### src/rtl/multi_port_fifo_pkg.sv
// Shared types and lane-counting helpers for the multi-port FIFO.
// Lane vectors are sized for the widest supported configuration (4 lanes).
package multi_port_fifo_pkg;

    localparam int MAX_LANES  = 4;
    localparam int LANE_CNT_W = 3;

    typedef logic [MAX_LANES-1:0]  lane_vec_t;
    typedef logic [LANE_CNT_W-1:0] lane_cnt_t;

    function automatic lane_cnt_t popcount(input lane_vec_t v);
        lane_cnt_t n;
        n = 3'd0;
        for (int i = 0; i < MAX_LANES; i++) begin
            n = n + lane_cnt_t'(v[i]);
        end
        return n;
    endfunction

    // Counts the unbroken run of ones starting at lane 0.
    function automatic lane_cnt_t leading_ones(input lane_vec_t v);
        lane_cnt_t n;
        logic      run;
        n   = 3'd0;
        run = 1'b1;
        for (int i = 0; i < MAX_LANES; i++) begin
            if (run && v[i]) begin
                n = n + 3'd1;
            end else begin
                run = 1'b0;
            end
        end
        return n;
    endfunction

endpackage

### src/rtl/multi_port_fifo.sv
// Multi-lane enqueue/dequeue FIFO with first-word fall-through outputs.
// Enabled enqueue lanes are compacted into consecutive slots at the tail.
module multi_port_fifo
    import multi_port_fifo_pkg::*;
#(
    parameter int DATA_WIDTH = 32,
    parameter int DEPTH      = 16,
    parameter int ENQ_PORTS  = 2,
    parameter int DEQ_PORTS  = 2
) (
    input  logic                              clk,
    input  logic                              reset,
    input  logic [ENQ_PORTS-1:0]              enqueue_en,
    input  logic [ENQ_PORTS*DATA_WIDTH-1:0]   enqueue_data,
    output logic                              enqueue_ready,
    output logic [DEQ_PORTS-1:0]              dequeue_valid,
    output logic [DEQ_PORTS*DATA_WIDTH-1:0]   dequeue_data,
    input  logic [DEQ_PORTS-1:0]              dequeue_en,
    input  logic                              flush,
    output logic [$clog2(DEPTH):0]            count,
    output logic                              full,
    output logic                              empty
);

    localparam int PTR_W = $clog2(DEPTH);
    localparam int CNT_W = PTR_W + 1;

    logic [DATA_WIDTH-1:0] mem_q [DEPTH];
    logic [PTR_W-1:0]      head_q, head_d;
    logic [PTR_W-1:0]      tail_q, tail_d;
    logic [CNT_W-1:0]      count_q, count_d;
    lane_vec_t             enq_vec_s;
    lane_vec_t             deq_vec_s;
    lane_cnt_t             push_s;
    lane_cnt_t             pop_s;
    logic [PTR_W-1:0]      wr_idx_s [ENQ_PORTS];

    assign enqueue_ready = (count_q <= CNT_W'(DEPTH - ENQ_PORTS));
    assign count         = count_q;
    assign full          = (count_q == CNT_W'(DEPTH));
    assign empty         = (count_q == {CNT_W{1'b0}});

    always_comb begin
        dequeue_valid = '0;
        dequeue_data  = '0;
        for (int i = 0; i < DEQ_PORTS; i++) begin
            if (count_q > CNT_W'(i)) begin
                dequeue_valid[i] = 1'b1;
                dequeue_data[i*DATA_WIDTH +: DATA_WIDTH] = mem_q[head_q + PTR_W'(i)];
            end else begin
                dequeue_valid[i] = 1'b0;
            end
        end
    end

    // Push/pop amounts, compacted write slots and next pointer state.
    always_comb begin
        enq_vec_s = '0;
        deq_vec_s = '0;
        if (enqueue_ready) begin
            enq_vec_s[ENQ_PORTS-1:0] = enqueue_en;
        end else begin
            enq_vec_s = '0;
        end
        deq_vec_s[DEQ_PORTS-1:0] = dequeue_en & dequeue_valid;
        push_s = popcount(enq_vec_s);
        pop_s  = leading_ones(deq_vec_s);
        for (int i = 0; i < ENQ_PORTS; i++) begin
            wr_idx_s[i] = tail_q + PTR_W'(popcount(enq_vec_s & ((lane_vec_t'(1) << i) - lane_vec_t'(1))));
        end
        if (flush) begin
            head_d  = '0;
            tail_d  = '0;
            count_d = '0;
        end else begin
            head_d  = head_q + PTR_W'(pop_s);
            tail_d  = tail_q + PTR_W'(push_s);
            count_d = count_q + CNT_W'(push_s) - CNT_W'(pop_s);
        end
    end

    always_ff @(posedge clk) begin
        if (reset) begin
            head_q  <= '0;
            tail_q  <= '0;
            count_q <= '0;
        end else begin
            head_q  <= head_d;
            tail_q  <= tail_d;
            count_q <= count_d;
        end
    end

    // Storage is not cleared; only slots below count are ever observable.
    always_ff @(posedge clk) begin
        for (int i = 0; i < ENQ_PORTS; i++) begin
            if (enq_vec_s[i] && !flush && !reset) begin
                mem_q[wr_idx_s[i]] <= enqueue_data[i*DATA_WIDTH +: DATA_WIDTH];
            end
        end
    end

endmodule
### config.mk
export PLATFORM = sky130hd
export DESIGN_NAME = multi_port_fifo
export DESIGN_NICKNAME = d
export VERILOG_FILES = /design/src/rtl/multi_port_fifo_pkg.sv /design/src/rtl/multi_port_fifo.sv
export SDC_FILE = /design/constraint.sdc
export NUM_CORES = 1
export LEC_CHECK = 0
export ABC_AREA = 0
export CAP_MARGIN = 20
export CORE_MARGIN = 1.5
export CORE_UTILIZATION = 45
export CTS_BUF_LIST = sky130_fd_sc_hd__clkbuf_8
export CTS_CLUSTER_SIZE = 12
export DETAILED_ROUTE_END_ITERATION = 12
export PLACE_DENSITY = 0.62
export REMOVE_ABC_BUFFERS = 1
export SKIP_CTS_REPAIR_TIMING = 1
export SYNTH_ARGS = -nofsm -noshare
export SYNTH_HDL_FRONTEND = slang
export SYNTH_SLANG_ARGS = --single-unit
### constraint.sdc
create_clock -name clk -period 7.79 [get_ports clk]
set_input_delay 1.1685 -clock clk [delete_from_list [all_inputs] [get_ports clk]]
set_output_delay 1.1685 -clock clk [all_outputs]
set_load 0.02 [all_outputs]
==> results of run 1 <==
layout make-up:
class,instances,share of cell area [%]
multi-input cells,1132,41.4
flip-flops and latches,525,44.9
well taps,873,3.13
inverters,18,0.194
clock inverters,62,0.883
repair buffers,204,5.58
diodes,2,0.0144
clock buffers,99,3.91
logic make-up after synthesis:
logic type | after synthesis
buffers and inverters | 241
flip-flops | 525
XOR/XNOR | 7
AO/OA/AOI/OAI | 271
multiplexers | 768
adder cells (fa/ha/maj) | 21
AND/OR/NAND/NOR | 65
report_power, final:
group,switching (mW),internal (mW)
combinational,1.45,1.19
clock,1.17,1.23
sequential,0.0757,3.16
metal layers:
metal	track usage (%)	share of wire, %
met5	0	0.014
met4	8.34	2.6
met3	4.96	7.4
met2	44.8	49
met1	37.0	41
stage by stage:
stage	utilization (%)	power (mW)
CTS	51.7	8.33
detailed placement	49.2	5.93
global route	51.7	8.58
finish	51.7	8.27
global placement	49.1	5.90
floorplan	-	5.08
how the worst min path moves through the flow:
stage / to / slack (ps)
after CTS: tail_q[3] / 680
after detailed placement: tail_q[3] / 670
after global routing: tail_q[3] / 740
final: tail_q[3] / 690
after global placement: tail_q[3] / 650
after floorplan: head_q[2] / 580
synth_stat cells (all sizes together) (4+ instances only):
master  instances  share of area, %
nor2           14              0.17
inv            18              0.22
mux2          512                19
and3            4             0.081
a31oi          32              0.65
and2            7              0.14
nand2b          5              0.10
nor3b           4             0.098
o21bai          5              0.12
buf            83               1.3
a21oi          43              0.70
nand2           8             0.098
dfxtp          13              0.85
clkbuf        140               1.7
o211ai          6              0.36
o21ai          69               1.1
xnor2           5              0.14
a22oi          96               2.3
o31ai           7              0.17
edfxtp        512                50
mux4          256                19
ha             17              0.69
nand3           7              0.18
fa              4              0.26
cells in the final DEF, fill, tap and decap left out, types with 6 or more instances in the layout:
master	instances
a21oi_1	40
a22oi_1	96
a31oi_1	32
and2_1	6
buf_4	54
clkbuf_8	99
clkdlybuf4s50_1	144
clkinv_1	17
dfxtp_1	11
edfxtp_1	512
ha_1	16
inv_1	53
mux2_1	8
mux2_2	504
mux4_2	256
nand2_1	8
nor2_1	11
o211ai_4	6
o21ai_0	64
o31ai_4	7
worst max-delay path, cell delays in order (launching register included):
cell             delay [ps]
dfxtp_4                 780
buf_4                   700
buf_4                   840
mux4_2                  600
a22oi_1                 420
a21oi_1                 190
clkdlybuf4s50_1         590
registers in the layout, summed over array words and instances, names as in the netlist:
register and flops:
tail_q 4, mem_q 512, count 5, head_q 4
==> impl_results.md, run 1 <==
* Status: finished, final reports clean
* Fmax at 0.166 GHz
* Largest net degree at the start of global routing at 65
* Initial Utilization at ~46%
* Drt drc at 0
* Number of global-route vias before repair at 20,133
* Mean Syn Cell Area at ~16 um2
* Dpl cell area at between 30,000 and 40,000 um2
* Skew final at 25.7 ps
* ANT nets after route at 0
* Rows at between 90 and 100
* Clk_lat worst skew at ~690 ps
* Synth Area in Simple Gates at 1.23%
* Largest family of logic cells by synthesized area: multiplexers
* Worst Hold Path Cells at 2
* Die X at between 200 and 300 um
* Final cell count without fillers at slightly below 3,000
* Worst r2r src: count[4]
* Die Y at 264 um
* YS warnings at 0
* Starting DRT DRC Count at 1,748
* Vias per Instance at about 6.7
* First-pass GRT wire length at about 140,000 um
* Cell Area, Synth at 30,700 um2
* Pre-Repair DR Iteration Count at 7
* Final hold vios at 0
* Compound-Gate Fraction of Synth Area at a little under 6%
* WL final at between 90,000 and 100,000 um
* Worst-path fanout max at between 40 and 50
* Area of the multi-input gates at around 14,000 um2
* Top_reg_cell synth: edfxtp_1
* Worst hold slack at 690 ps
* Synth unique cells at between 40 and 50
* EDFF count, synth at around 510
* Hold WC Path Type: flip-flop to flip-flop
* I/O Buffers at 144
* CTS tree: built
* Placeable Area at 67,400 um2
* Pre-CTS WS at roughly 2200 ps
* Synthesis-stage register bit count at 525
* Synth Instances at 1,898
* Max-slew headroom at between 20 and 30%
* RSZ-0062 raised after global routing: no
* Max-Cap Viols at 0
* CP Class: flip-flop to output port
* Setup crit end: dequeue_data[20]
* CP required at 6620 ps
* Clock transition at path regs at ~60 ps
* Async SR Flop Fraction at 0%
* Fill cells at about 5,500
* CTS root buffer: clkbuf_8
* Pwr Density at around 240 nW/um2
* Design Area, Final at approximately 35,000 um2
* R2R cell count at 11
* Placed Cells at 2,750
* Layout net count at between 2,000 and 2,500
* Pleak at 10.9 nW
* Final cycle utilization of the critical path at between 70 and 80%
* Crit. Startpoint: head_q[1]
* Setup_tns at 0 ps
* GRT Overall Usage at 27.3%
* CTS buffer count at 94
* Initial antenna violation count at 3
* Worst Path Arrival at just under 5000 ps
* Reg-to-reg endpoint: mem_q[3][5]
* Worst hold start: tail_q[3]
* Final setup margin at around 1800 ps
* WL per Instance at 32.6 um
* Pins Over Slew Limit at 0
* Final setup viols at 0
* CTS H-tree lvls at 3
* GP Congestion at 0.779
* VDD IR-drop max at approximately 640 uV
* Clk buf depth at 3
* Reg2Reg Setup Slack at between 2000 and 3000 ps
* Register area at about 16,000 um2
* Total grt overflow at 0
* Die area at 69,800 um2
* Fin crit period at 6020 ps
* Sequential-to-total area share from yosys stat at 50.9%
* Startpoint types: flip-flop
* CTS Sinks at between 500 and 600
* Xor/xnor share of the synthesized area at less than 1%
* Routed vias at between 15,000 and 20,000
* Worst setup EP type: output port
* Multiplexer area fraction after synthesis at a little under two fifths
* Final HPWL DP at between 50,000 and 60,000 um
* Worst Tran Pin Value at 1070 ps
* Fraction of layout cells with a size suffix above 1 at roughly 48%
* Synth Area in Adders at less than 1%
* Io pins at roughly 150
* Area grow syn2layout at 13.6%
Power figures use the tool's default switching activity.
==> inputs of run 2 (changes only) <==
--- a/config.mk
+++ b/config.mk
@@ -12,7 +12,7 @@
 export CTS_BUF_LIST = sky130_fd_sc_hd__clkbuf_8
 export CTS_CLUSTER_SIZE = 12
 export DETAILED_ROUTE_END_ITERATION = 12
-export PLACE_DENSITY = 0.62
+export PLACE_DENSITY = 0.65
 export REMOVE_ABC_BUFFERS = 1
 export SKIP_CTS_REPAIR_TIMING = 1
 export SYNTH_ARGS = -nofsm -noshare
==> constraint.sdc (replaced) <==
create_clock -name clk -period 5.1 [get_ports clk]
set_input_delay 0.765 -clock clk [delete_from_list [all_inputs] [get_ports clk]]
set_output_delay 0.765 -clock clk [all_outputs]
set_load 0.02 [all_outputs]
==> impl_results.md, run 2 (synthesized netlist as in run 1, its figures left out) <==
* Status: finished, final reports clean
* Worst hold slack at ~680 ps
* RSZ-0062 raised after global routing: no
* Pins Over Slew Limit at 0
* Pre-Repair DR Iteration Count at 5
* I/O Buffers at 144
* Initial antenna violation count at 4
* WL per Instance at between 30 and 40 um
* Commonest non-fill, non-tap cell in the layout: edfxtp_1
* Worst setup EP type: output port
* Skew final at about 27 ps
* Fraction of layout cells with a size suffix above 1 at about half
* CTS H-tree lvls at 3
* Placeable Area at 67,400 um2
* GP Congestion at 0.829
* Worst Tran Pin Value at 1010 ps
* Worst Hold Path Cells at 2
* Die X at approximately 260 um
* Fill cells at between 5,000 and 6,000
* Clk_lat worst skew at roughly 700 ps
* WL final at about 100,000 um
* Startpoint types: flip-flop
* Worst Path Arrival at 4120 ps
* Rows at 95
* Total grt overflow at 0
* VDD IR-drop max at 273 uV
* CTS tree: built
* Max-Cap Viols at 0
* Die Y at around 260 um
* Most frequent cells in the layout: 512 x edfxtp_1, 504 x mux2_2, 256 x mux4_2
* Pleak at approximately 11 nW
* First-pass GRT wire length at 145,000 um
* Dpl cell area at 33,600 um2
* Worst-path fanout max at 15
* Final setup viols at 0
* CTS root buffer: clkbuf_8
* Vias per Instance at roughly 7
* Setup_tns at 0 ps
* Pwr Density at about 360 nW/um2
* Final hold vios at 0
* Clock transition at path regs at about 60 ps
* ANT nets after route at 0
* Final cycle utilization of the critical path at between 90 and 100%
* Final HPWL DP at roughly 60,000 um
* Design Area, Final at between 30,000 and 40,000 um2
* R2R cell count at 13
* Register area at between 15,000 and 20,000 um2
* Largest register FFs at approximately 510
* CTS buffer count at 93
* Fmax at about 0.20 GHz
* Initial Utilization at between 40 and 50%
* Routed vias at approximately 20,000
* Starting DRT DRC Count at 2,496
* Area of the multi-input gates at 14,400 um2
* Clk buf depth at 3
* Die area at 69,800 um2
* Fin crit period at a little under 5000 ps
* Drt drc at 0
* GRT Overall Usage at approximately 29%
* Max-slew headroom at between 30% and 40%
* Layout net count at around 2,100
* Number of global-route vias before repair at ~21,000
* CP required at 4340 ps
* CTS Sinks at between 500 and 600
* CP Class: flip-flop to output port
* Io pins at approximately 150
* Area grow syn2layout at 14.7%
* Largest net degree at the start of global routing at 107
* Hold WC Path Type: flip-flop to flip-flop
==> run 2: through the flow <==
step           setup slack [ps]  util, %  cells  total power, mW
2_1_floorplan             -8110        -   1675             7.75
3_3_place_gp                877     49.8   2787             9.10
3_5_place_dp                828     49.9   2790             9.15
4_1_cts                    90.1     52.2   2948             12.7
5_1_grt                     158     52.3   2952             13.1
6_report                    213     52.3   2953             12.7
==> run 2: power breakdown <==
group	switching, mW	internal [mW]
registers	0.0707	4.82
logic	2.34	1.85
clock network	1.80	1.78
total	4.20	8.45
==> run 2: area by class of cell <==
class,instances,area share (%)
diodes,3,0.0213
clock buffers,96,3.75
clock inverters,62,0.803
inverters,18,0.192
multi-input cells,1132,40.9
flip-flops and latches,525,44.4
well taps,873,3.10
repair buffers,244,6.78
==> run 2: final timing paths <==
path	startpoint	endpoint	slack [ps]
setup / recovery	head_q[3]	dequeue_data[55]	210
hold / removal	tail_q[3]	tail_q[3]	680
setup reg to reg	count[4]	mem_q[1][9]	990
hold reg to reg	tail_q[3]	tail_q[3]	680
==> run 2: metal layers <==
layer,part of all wire [%],routed length (um),vias up,GRT usage (%)
met5,0.025,25,-,0
met4,3.3,3280,4,10.6
met3,9.8,9810,237,6.25
met2,48,48000,1217,46.1
met1,39,38400,10516,38.4
li1,-,-,8098,-
==> run 2: critical path, cell delays in order, from the launching register on <==
cell	delay, ps
dfxtp_1	740
and3b_1	310
o32ai_4	780
buf_12	280
a22oi_1	160
a31oi_1	450
clkdlybuf4s50_1	700
